<file path="src/rtl/fsk_frame_scheduler_if.sv">
// Byte-in / symbol-out bus between the byte source, the frame scheduler and the FSK modulator.
// The byte source holds the master side and the scheduler holds the slave side.
interface fsk_frame_scheduler_if #(
  parameter int DATA_W = 8
);
  logic [DATA_W-1:0] din;
  logic              din_valid;
  logic              din_ready;
  logic              ser_bit;
  logic              mod_en;
  logic              bit_strobe;
  logic              frame_done;

  modport master (
    output din, din_valid,
    input  din_ready, ser_bit, mod_en, bit_strobe, frame_done
  );

  modport slave (
    input  din, din_valid,
    output din_ready, ser_bit, mod_en, bit_strobe, frame_done
  );
endinterface

</file>
<file path="src/rtl/fsk_frame_scheduler.sv">
// Frames one byte as alternating preamble, MSB-first data and a space stop bit for the FSK modulator.
// Every symbol lasts BIT_PERIOD clocks and every output is driven from a flop.
module fsk_frame_scheduler #(
  parameter int BIT_PERIOD    = 12,
  parameter int DATA_W        = 8,
  parameter int PREAMBLE_BITS = 8
) (
  input  logic                clk,
  input  logic                rst,
  fsk_frame_scheduler_if.slave bus
);
  localparam int CYC_W   = (BIT_PERIOD > 1) ? $clog2(BIT_PERIOD) : 1;
  localparam int BIT_MAX = (PREAMBLE_BITS > DATA_W) ? PREAMBLE_BITS : DATA_W;
  localparam int BIT_W   = (BIT_MAX > 1) ? $clog2(BIT_MAX) : 1;

  localparam logic [CYC_W-1:0] CYC_LAST  = CYC_W'(BIT_PERIOD - 1);
  localparam logic [CYC_W-1:0] CYC_ONE   = CYC_W'(1);
  localparam logic [BIT_W-1:0] PRE_LAST  = BIT_W'(PREAMBLE_BITS - 1);
  localparam logic [BIT_W-1:0] DATA_LAST = BIT_W'(DATA_W - 1);
  localparam logic [BIT_W-1:0] BIT_ONE   = BIT_W'(1);

  typedef enum logic [1:0] {
    IDLE     = 2'd0,
    PREAMBLE = 2'd1,
    DATA     = 2'd2,
    STOP     = 2'd3
  } state_t;

  state_t            state_r, state_s;
  logic [CYC_W-1:0]  cyc_cnt_r, cyc_cnt_s;
  logic [BIT_W-1:0]  bit_cnt_r, bit_cnt_s;
  logic [DATA_W-1:0] shift_r, shift_s;
  logic              sym_end_s;
  logic              din_ready_r, ser_bit_r, mod_en_r, bit_strobe_r, frame_done_r;
  logic              din_ready_s, ser_bit_s, mod_en_s, bit_strobe_s, frame_done_s;

  // Next state, counters and shift register; outputs are decoded from the next state so they can be registered.
  always_comb begin
    state_s   = state_r;
    cyc_cnt_s = cyc_cnt_r;
    bit_cnt_s = bit_cnt_r;
    shift_s   = shift_r;
    sym_end_s = (cyc_cnt_r == CYC_LAST);

    if (state_r == IDLE) begin
      cyc_cnt_s = '0;
    end else if (sym_end_s) begin
      cyc_cnt_s = '0;
    end else begin
      cyc_cnt_s = cyc_cnt_r + CYC_ONE;
    end

    case (state_r)
      IDLE: begin
        if (bus.din_valid) begin
          state_s   = PREAMBLE;
          bit_cnt_s = '0;
          shift_s   = bus.din;
        end else begin
          state_s   = IDLE;
        end
      end
      PREAMBLE: begin
        if (sym_end_s && (bit_cnt_r == PRE_LAST)) begin
          state_s   = DATA;
          bit_cnt_s = '0;
        end else if (sym_end_s) begin
          bit_cnt_s = bit_cnt_r + BIT_ONE;
        end else begin
          bit_cnt_s = bit_cnt_r;
        end
      end
      DATA: begin
        // The shift happens only on data-symbol boundaries, so the MSB is presented first.
        if (sym_end_s) begin
          shift_s = shift_r << 1;
          if (bit_cnt_r == DATA_LAST) begin
            state_s   = STOP;
            bit_cnt_s = '0;
          end else begin
            bit_cnt_s = bit_cnt_r + BIT_ONE;
          end
        end else begin
          shift_s = shift_r;
        end
      end
      STOP: begin
        if (sym_end_s) begin
          state_s = IDLE;
        end else begin
          state_s = STOP;
        end
      end
      default: begin
        state_s = IDLE;
      end
    endcase

    din_ready_s  = (state_s == IDLE);
    mod_en_s     = (state_s != IDLE);
    bit_strobe_s = (state_s != IDLE) && (cyc_cnt_s == '0);
    frame_done_s = (state_r == STOP) && (state_s == IDLE);

    case (state_s)
      PREAMBLE: ser_bit_s = ~bit_cnt_s[0];
      DATA:     ser_bit_s = shift_s[DATA_W-1];
      default:  ser_bit_s = 1'b0;
    endcase
  end

  // State, counters, shift register and output flops.
  always_ff @(posedge clk) begin
    if (rst) begin
      state_r      <= IDLE;
      cyc_cnt_r    <= '0;
      bit_cnt_r    <= '0;
      shift_r      <= '0;
      din_ready_r  <= 1'b1;
      ser_bit_r    <= 1'b0;
      mod_en_r     <= 1'b0;
      bit_strobe_r <= 1'b0;
      frame_done_r <= 1'b0;
    end else begin
      state_r      <= state_s;
      cyc_cnt_r    <= cyc_cnt_s;
      bit_cnt_r    <= bit_cnt_s;
      shift_r      <= shift_s;
      din_ready_r  <= din_ready_s;
      ser_bit_r    <= ser_bit_s;
      mod_en_r     <= mod_en_s;
      bit_strobe_r <= bit_strobe_s;
      frame_done_r <= frame_done_s;
    end
  end

  assign bus.din_ready  = din_ready_r;
  assign bus.ser_bit    = ser_bit_r;
  assign bus.mod_en     = mod_en_r;
  assign bus.bit_strobe = bit_strobe_r;
  assign bus.frame_done = frame_done_r;
endmodule

</file>
<file path="src/flat_wrapper.sv">
// flat-port wrapper written by rule: the top's interface ports become plain ports
module fsk_frame_scheduler_flat 
#(
  parameter int BIT_PERIOD    = 12,
  parameter int DATA_W        = 8,
  parameter int PREAMBLE_BITS = 8
)
  (clk, rst, bus_din, bus_din_valid, bus_din_ready, bus_ser_bit, bus_mod_en, bus_bit_strobe, bus_frame_done);
  fsk_frame_scheduler_if #(.DATA_W(DATA_W)) bus_i ();
  input  logic clk;
  input  logic rst;
  input wire logic [$bits(bus_i.din)-1:0] bus_din;
  input wire logic [$bits(bus_i.din_valid)-1:0] bus_din_valid;
  output wire logic [$bits(bus_i.din_ready)-1:0] bus_din_ready;
  output wire logic [$bits(bus_i.ser_bit)-1:0] bus_ser_bit;
  output wire logic [$bits(bus_i.mod_en)-1:0] bus_mod_en;
  output wire logic [$bits(bus_i.bit_strobe)-1:0] bus_bit_strobe;
  output wire logic [$bits(bus_i.frame_done)-1:0] bus_frame_done;
  assign bus_i.din = bus_din;
  assign bus_i.din_valid = bus_din_valid;
  assign bus_din_ready = bus_i.din_ready;
  assign bus_ser_bit = bus_i.ser_bit;
  assign bus_mod_en = bus_i.mod_en;
  assign bus_bit_strobe = bus_i.bit_strobe;
  assign bus_frame_done = bus_i.frame_done;
  fsk_frame_scheduler #(.BIT_PERIOD(BIT_PERIOD), .DATA_W(DATA_W), .PREAMBLE_BITS(PREAMBLE_BITS)) u_core (.clk(clk), .rst(rst), .bus(bus_i));
endmodule
</file>
<file path="config.mk">
export PLATFORM = sky130hd
export DESIGN_NAME = fsk_frame_scheduler_flat
export DESIGN_NICKNAME = d
export VERILOG_FILES = /design/src/rtl/fsk_frame_scheduler_if.sv /design/src/rtl/fsk_frame_scheduler.sv /design/src/flat_wrapper.sv
export SDC_FILE = /design/constraint.sdc
export NUM_CORES = 1
export LEC_CHECK = 0
export ABC_CLOCK_PERIOD_IN_PS = 2100
export BUFFER_PORTS_ARGS = -buffer_cell sky130_fd_sc_hd__buf_2
export CAP_MARGIN = 10
export CORE_MARGIN = 5
export CORE_UTILIZATION = 54
export DETAILED_ROUTE_END_ITERATION = 8
export GPL_ROUTABILITY_DRIVEN = 0
export HOLD_SLACK_MARGIN = 0.12
export PLACE_DENSITY = 0.76
export SLEW_MARGIN = 20
export SYNTH_ARGS = -nofsm -noshare
export SYNTH_HDL_FRONTEND = slang
export SYNTH_SLANG_ARGS = --single-unit
</file>
<file path="constraint.sdc">
create_clock -name clk -period 2.1 [get_ports clk]
set_input_delay 0.42 -clock clk [delete_from_list [all_inputs] [get_ports clk]]
set_output_delay 0.42 -clock clk [all_outputs]
set_load 0.02 [all_outputs]
</file>
==> reports/qor.yml, run 1 <==
hold_path:
  holdCritPathClass: "in -> reg"
worst_setup_path:
  cp-end-kind: "register"
  cpLargestDelayFamily: "simple AND/OR/NAND/NOR gates"
  critPathMaxStageDelay_ns: 0.41
  worstPathBufferInverterCount: 0
  cp_cell_sequence: "ha_1, and3b_1, o21ai_2, or3b_1, a211oi_2"
  critPathLaunchType: "register"
  worstPathMaxFanout: 5
  path_class: "reg -> reg"
  required_ns: 2.32
  critical_path_arrival_ns: 1.88
  cp_slowest_cell: "dfxtp_1"
floorplan:
  dieWidth_um: 53.9
  fp-row-count: 15
  start_util_pct: 58.4
  die_area_um2: 2910
  fp.dieH_um: 53.9
  core_area_um2: 1780
  io_pins: 16
sta:
  worst_pin_slew_ns: 0.460
  finalClockSkew_ns: 0.00485
  hold_viol: 0
  period_minus_slack_ns: 1.65
  fin_setup_tns_ns: 0
  fmaxAchievable_mhz: 605
  setup_violations: 0
  rsz0062_at_grt: "no"
  relSlewSlack_pct: 69.1
  slew_viol_final: 0
  fin_crit_sh_pct: 78.7
logic_synthesis:
  synth_cell_types: 35
  netlist_instances: 118
  syn_nets: 132
  synth_area_leaders: "dfxtp_1, a21oi_1, a22oi_1"
  yosys_warnings: 0
  syn_area_um2: 1040
  synth_top_cell_area_share_pct: 42.3
  ys_seq_area_share_pct: 42.3
  synth-seq-cells: 22
  avgSynthCellArea_um2: 8.82
  yosysTopAreaCell: "dfxtp_1"
cells_and_area:
  layout_commonest_cell: "dfxtp_1"
  final_cell_area_um2: 1160
  syn_to_final_growth_pct: 11.3
  final_cell_mix: "dfxtp_1, buf_2, a21oi_1"
  antenna_cells: 0
  drive_above_1_share_pct: 20.3
  nets: 149
  final_core_utilization_pct: 65.0
detailed_routing:
  wl_mm: 2.09
  routedWlPerCell_um: 13.3
  ant_nets: 0
  drt-initial-drc-count: 16
  dr.pass1.iters: 4
  route.detailed.drc: 0
  routed_via_density: 5.47
  num_vias: 864
global_route:
  antenna_found_initial: 0
  grt_pass1_vias: 829
  grt_max_degree: 20
  grt_overflow: 0
  grtUsageTotal_pct: 16.8
  grt_first_pass_wirelength_mm: 3.47
outcome:
  outcome: "finished, final reports clean"
power:
  finalPower_uw: 709
  p_leak_uw: 0.000454
  powerDensity_nw_per_um2: 612
  ir_drop_mv: 0.605
clock_network:
  cts_sinks: 22
  cts_setup_buffers: 0
  ctsLongestPathBuffers: 2
  cts_inserted_buffers: 3
  clk_pin_slew_ns: 0.11
  cts_hold_buf: 0
  ctsResizeCount: 0
  clockRootBuffer: "clkbuf_4"
  cts_tree: "yes"
  clock_latency_ns: 0.29
  h-tree-depth: 1
placed_design:
  post_dp_cell_area_um2: 1140
  port_buffers: 15
  place_hpwl_mm: 1.61
run:
  drv_cap: 0
cell families (layout without fill, tap and decap cells):
kind of cell    Yosys count  after routing  share of synthesized area [%]
compound gates           35             35                           23.4
xor+xnor                  1              1                          0.841
fa+ha+maj                 3              3                           3.61
buf+inv                  12             27                           5.41
flops                    22             22                           42.3
mux                       4              4                           3.85
simple gates             41             41                           20.6
per-layer routing:
layer	wire length, um	GRT usage (%)	part of all wire [%]	vias to the layer above
li1	-	-	-	452
met1	980	19.0	47	398
met2	1020	29.6	49	12
met3	65	3.60	3.1	2
met4	24	7.66	1.1	0
met5	0	0	0	-
cells in the mapped netlist:
master,n
o22ai_1,3
a2bb2oi_1,2
or2b_1,1
a21bo_2,1
a21oi_1,14
nor4_1,1
a211oi_1,1
or3_1,2
buf_6,1
dfxtp_1,22
clkbuf_1,2
and3b_1,1
ha_1,3
o21ai_0,1
inv_1,6
nor2b_1,2
buf_2,3
and2b_2,1
nand2_1,11
nand3_1,3
a21o_1,1
o21ai_2,1
o211a_1,1
nand4b_1,1
a21oi_2,1
mux2i_1,4
xor2_1,1
a32o_1,1
a211oi_2,2
nor3b_1,2
nor2_1,9
a22oi_1,6
nor3_1,4
or3b_1,1
nand3b_1,2
state kept, by name (all words and copies together) (netlist names):
name	flops
u_core.bit_cnt_r	3
u_core.bus.bit_strobe	1
u_core.bus.din_ready	1
u_core.bus.frame_done	1
u_core.bus.mod_en	1
u_core.bus.ser_bit	1
u_core.cyc_cnt_r	4
u_core.shift_r	8
u_core.state_r	2
tightest hold or removal path, delay by kind of cell:
family / cells / cell delay (ns)
buf+inv: 1 / 0.08
compound gates: 2 / 0.18
final timing paths:
check / startpoint / to / slack, ns / cells past startpoint
max: u_core.cyc_cnt_r[0] / u_core.bit_cnt_r[1] / 0.45 / 5
min: bus_din[2] / u_core.shift_r[2] / 0.42 / 3
max reg2reg: u_core.cyc_cnt_r[0] / u_core.bit_cnt_r[1] / 0.45 / 5
min reg2reg: u_core.shift_r[5] / u_core.shift_r[5] / 0.47 / 2
where the power goes:
group | total (uW) | internal, uW | switching, uW
clock network | 181 | 66.7 | 114
logic | 80.9 | 35.3 | 45.6
registers | 447 | 435 | 12.2
total | 709 | 537 | 172
area by class of cell:
class | instances | area [um2]
well taps | 25 | 31.3
multi-input cells | 84 | 544
flip-flops and latches | 22 | 440
fillers | 154 | 624
clock buffers | 3 | 22.5
inverters | 6 | 22.5
repair buffers | 18 | 97.6
per-stage QoR:
step | hold WS, ns | setup WS [ns] | cells
after floorplan | 0.436 | 0.579 | 118
after global placement | 0.446 | 0.532 | 155
after detailed placement | 0.450 | 0.455 | 155
after CTS | 0.408 | 0.439 | 158
after global routing | 0.405 | 0.295 | 158
final | 0.416 | 0.448 | 158
Note: power is estimated with default switching activity, not from simulation.
==> run 2: changes to the inputs <==
Settings changed: ABC_CLOCK_PERIOD_IN_PS 2100 to 1650.
Clock period 2.1 ns to 1.65 ns, I/O delays scaled along.
==> reports/qor.yml, run 2 (synthesis gave the netlist of run 1 again) <==
clock_network:
  clockRootBuffer: "clkbuf_4"
  clock_latency_ns: 0.30
  h-tree-depth: 1
  clk_pin_slew_ns: 0.12
  cts_inserted_buffers: 3
  cts_tree: "yes"
  ctsLongestPathBuffers: 2
  cts_sinks: 22
worst_setup_path:
  cp_slowest_cell: "or3_1"
  cpLargestDelayFamily: "simple AND/OR/NAND/NOR gates"
  worstPathMaxFanout: 6
  critical_path_arrival_ns: 1.76
  critPathLaunchType: "register"
  critPathMaxStageDelay_ns: 0.39
  cp_cell_sequence: "ha_1, and3b_2, buf_4, or3_1, o211a_1"
  required_ns: 1.85
  path_class: "reg -> reg"
  cp-end-kind: "register"
  worstPathBufferInverterCount: 1
detailed_routing:
  dr.pass1.iters: 4
  routed_via_density: 5.51
  ant_nets: 0
  route.detailed.drc: 0
  num_vias: 920
  drt-initial-drc-count: 15
  routedWlPerCell_um: 13.3
  wl_mm: 2.22
sta:
  finalClockSkew_ns: 0.0117
  fin_crit_sh_pct: 94.6
  fmaxAchievable_mhz: 640
  hold-worst-slack_ns: 0.310
  hold_viol: 0
  fin_setup_tns_ns: 0
  setup_violations: 0
  rsz0062_at_grt: "no"
  slew_viol_final: 0
  worst_pin_slew_ns: 0.368
  period_minus_slack_ns: 1.56
  relSlewSlack_pct: 75.5
cells_and_area:
  reg_top3: "u_core.shift_r x8, u_core.cyc_cnt_r x4, u_core.bit_cnt_r x3"
  nets: 158
  largest_reg_flops: 8
  final_core_utilization_pct: 69.2
  drive_above_1_share_pct: 27.5
  layout_commonest_cell: "dfxtp_1"
  antenna_cells: 0
  final_cell_mix: "dfxtp_1, buf_2, a21oi_1"
  final_cell_area_um2: 1230
  largest-register: "u_core.shift_r"
  syn_to_final_growth_pct: 18.5
global_route:
  grt_pass1_vias: 865
  grtUsageTotal_pct: 17.7
  grtUsageMet1_pct: 22.2
  grt.busiest_layer: "met2"
  grt_first_pass_wirelength_mm: 3.67
  antenna_found_initial: 0
  grt_max_degree: 20
  grt_overflow: 0
  use_met2_pct: 29.4
  use_met3_pct: 3.32
floorplan:
  fp-row-count: 15
  dieWidth_um: 53.9
  die_area_um2: 2910
  core_area_um2: 1780
  fp.dieH_um: 53.9
  start_util_pct: 58.4
  io_pins: 16
power:
  pwr-share-clk_pct: 25.4
  powerDensity_nw_per_um2: 740
  p_sw_uw: 223
  intPower_uw: 690
  pwr-share-seq_pct: 62.0
  p_comb_share_pct: 12.6
  p_sw_share_pct: 24.4
  ir_drop_mv: 0.584
  p_leak_uw: 0.000504
hold_path:
  holdCritPathClass: "in -> reg"
outcome:
  outcome: "finished, final reports clean"
placed_design:
  port_buffers: 15
  place_hpwl_mm: 1.59
  post_dp_cell_area_um2: 1180
run:
  drv_cap: 0
==> run 2: routing by layer <==
layer / up-vias / routed length [um] / share of wire, %
met4: 0 / 17 / 0.77
met2: 9 / 1070 / 48
met1: 434 / 1080 / 49
li1: 475 / - / -
met5: - / 0 / 0
met3: 2 / 61 / 2.7
==> run 2: cell type report <==
class	instances	area [um2]
well taps	25	31.3
inverters	6	22.5
repair buffers	27	165
multi-input cells	84	551
flip-flops and latches	22	442
clock buffers	3	22.5
fillers	138	549
==> run 2: stage by stage <==
step / cells / worst slack [ns] / total power (uW)
2_1_floorplan: 118 / 0.129 / 647
3_3_place_gp: 161 / 0.0913 / 687
3_5_place_dp: 161 / 0.0177 / 690
4_1_cts: 164 / 0.0698 / 918
5_1_grt: 167 / 0.000322 / 954
6_report: 167 / 0.0884 / 913
==> run 2: worst paths after layout <==
check | end | slack (ns) | depth (start not counted) | from
max | u_core.bus.bit_strobe | 0.09 | 5 | u_core.cyc_cnt_r[0]
min | u_core.shift_r[2] | 0.31 | 3 | bus_din[2]
max reg2reg | u_core.bus.bit_strobe | 0.09 | 5 | u_core.cyc_cnt_r[0]
min reg2reg | u_core.shift_r[2] | 0.47 | 2 | u_core.shift_r[2]
==> run 2: worst min-delay path: stages <==
cell and delay (ns):
buf_2 0.08, a22oi_1 0.07, a21oi_1 0.11
==> run 2: power groups by stage <==
stage | logic, uW | clock network (uW) | registers (uW)
finish | 115 | 232 | 566
global route | 126 | 258 | 569
CTS | 114 | 238 | 566
detailed placement | 113 | 0 | 578
global placement | 110 | 0 | 576
floorplan | 62.5 | 0 | 584
==> run 2: what timing repair did <==
item,4_1_cts,5_1_grt
setup buffers,0,3
endpoints found under the setup margin,1,4
hold buffers,0,0
gates resized for setup,1,2
pin swaps,0,0
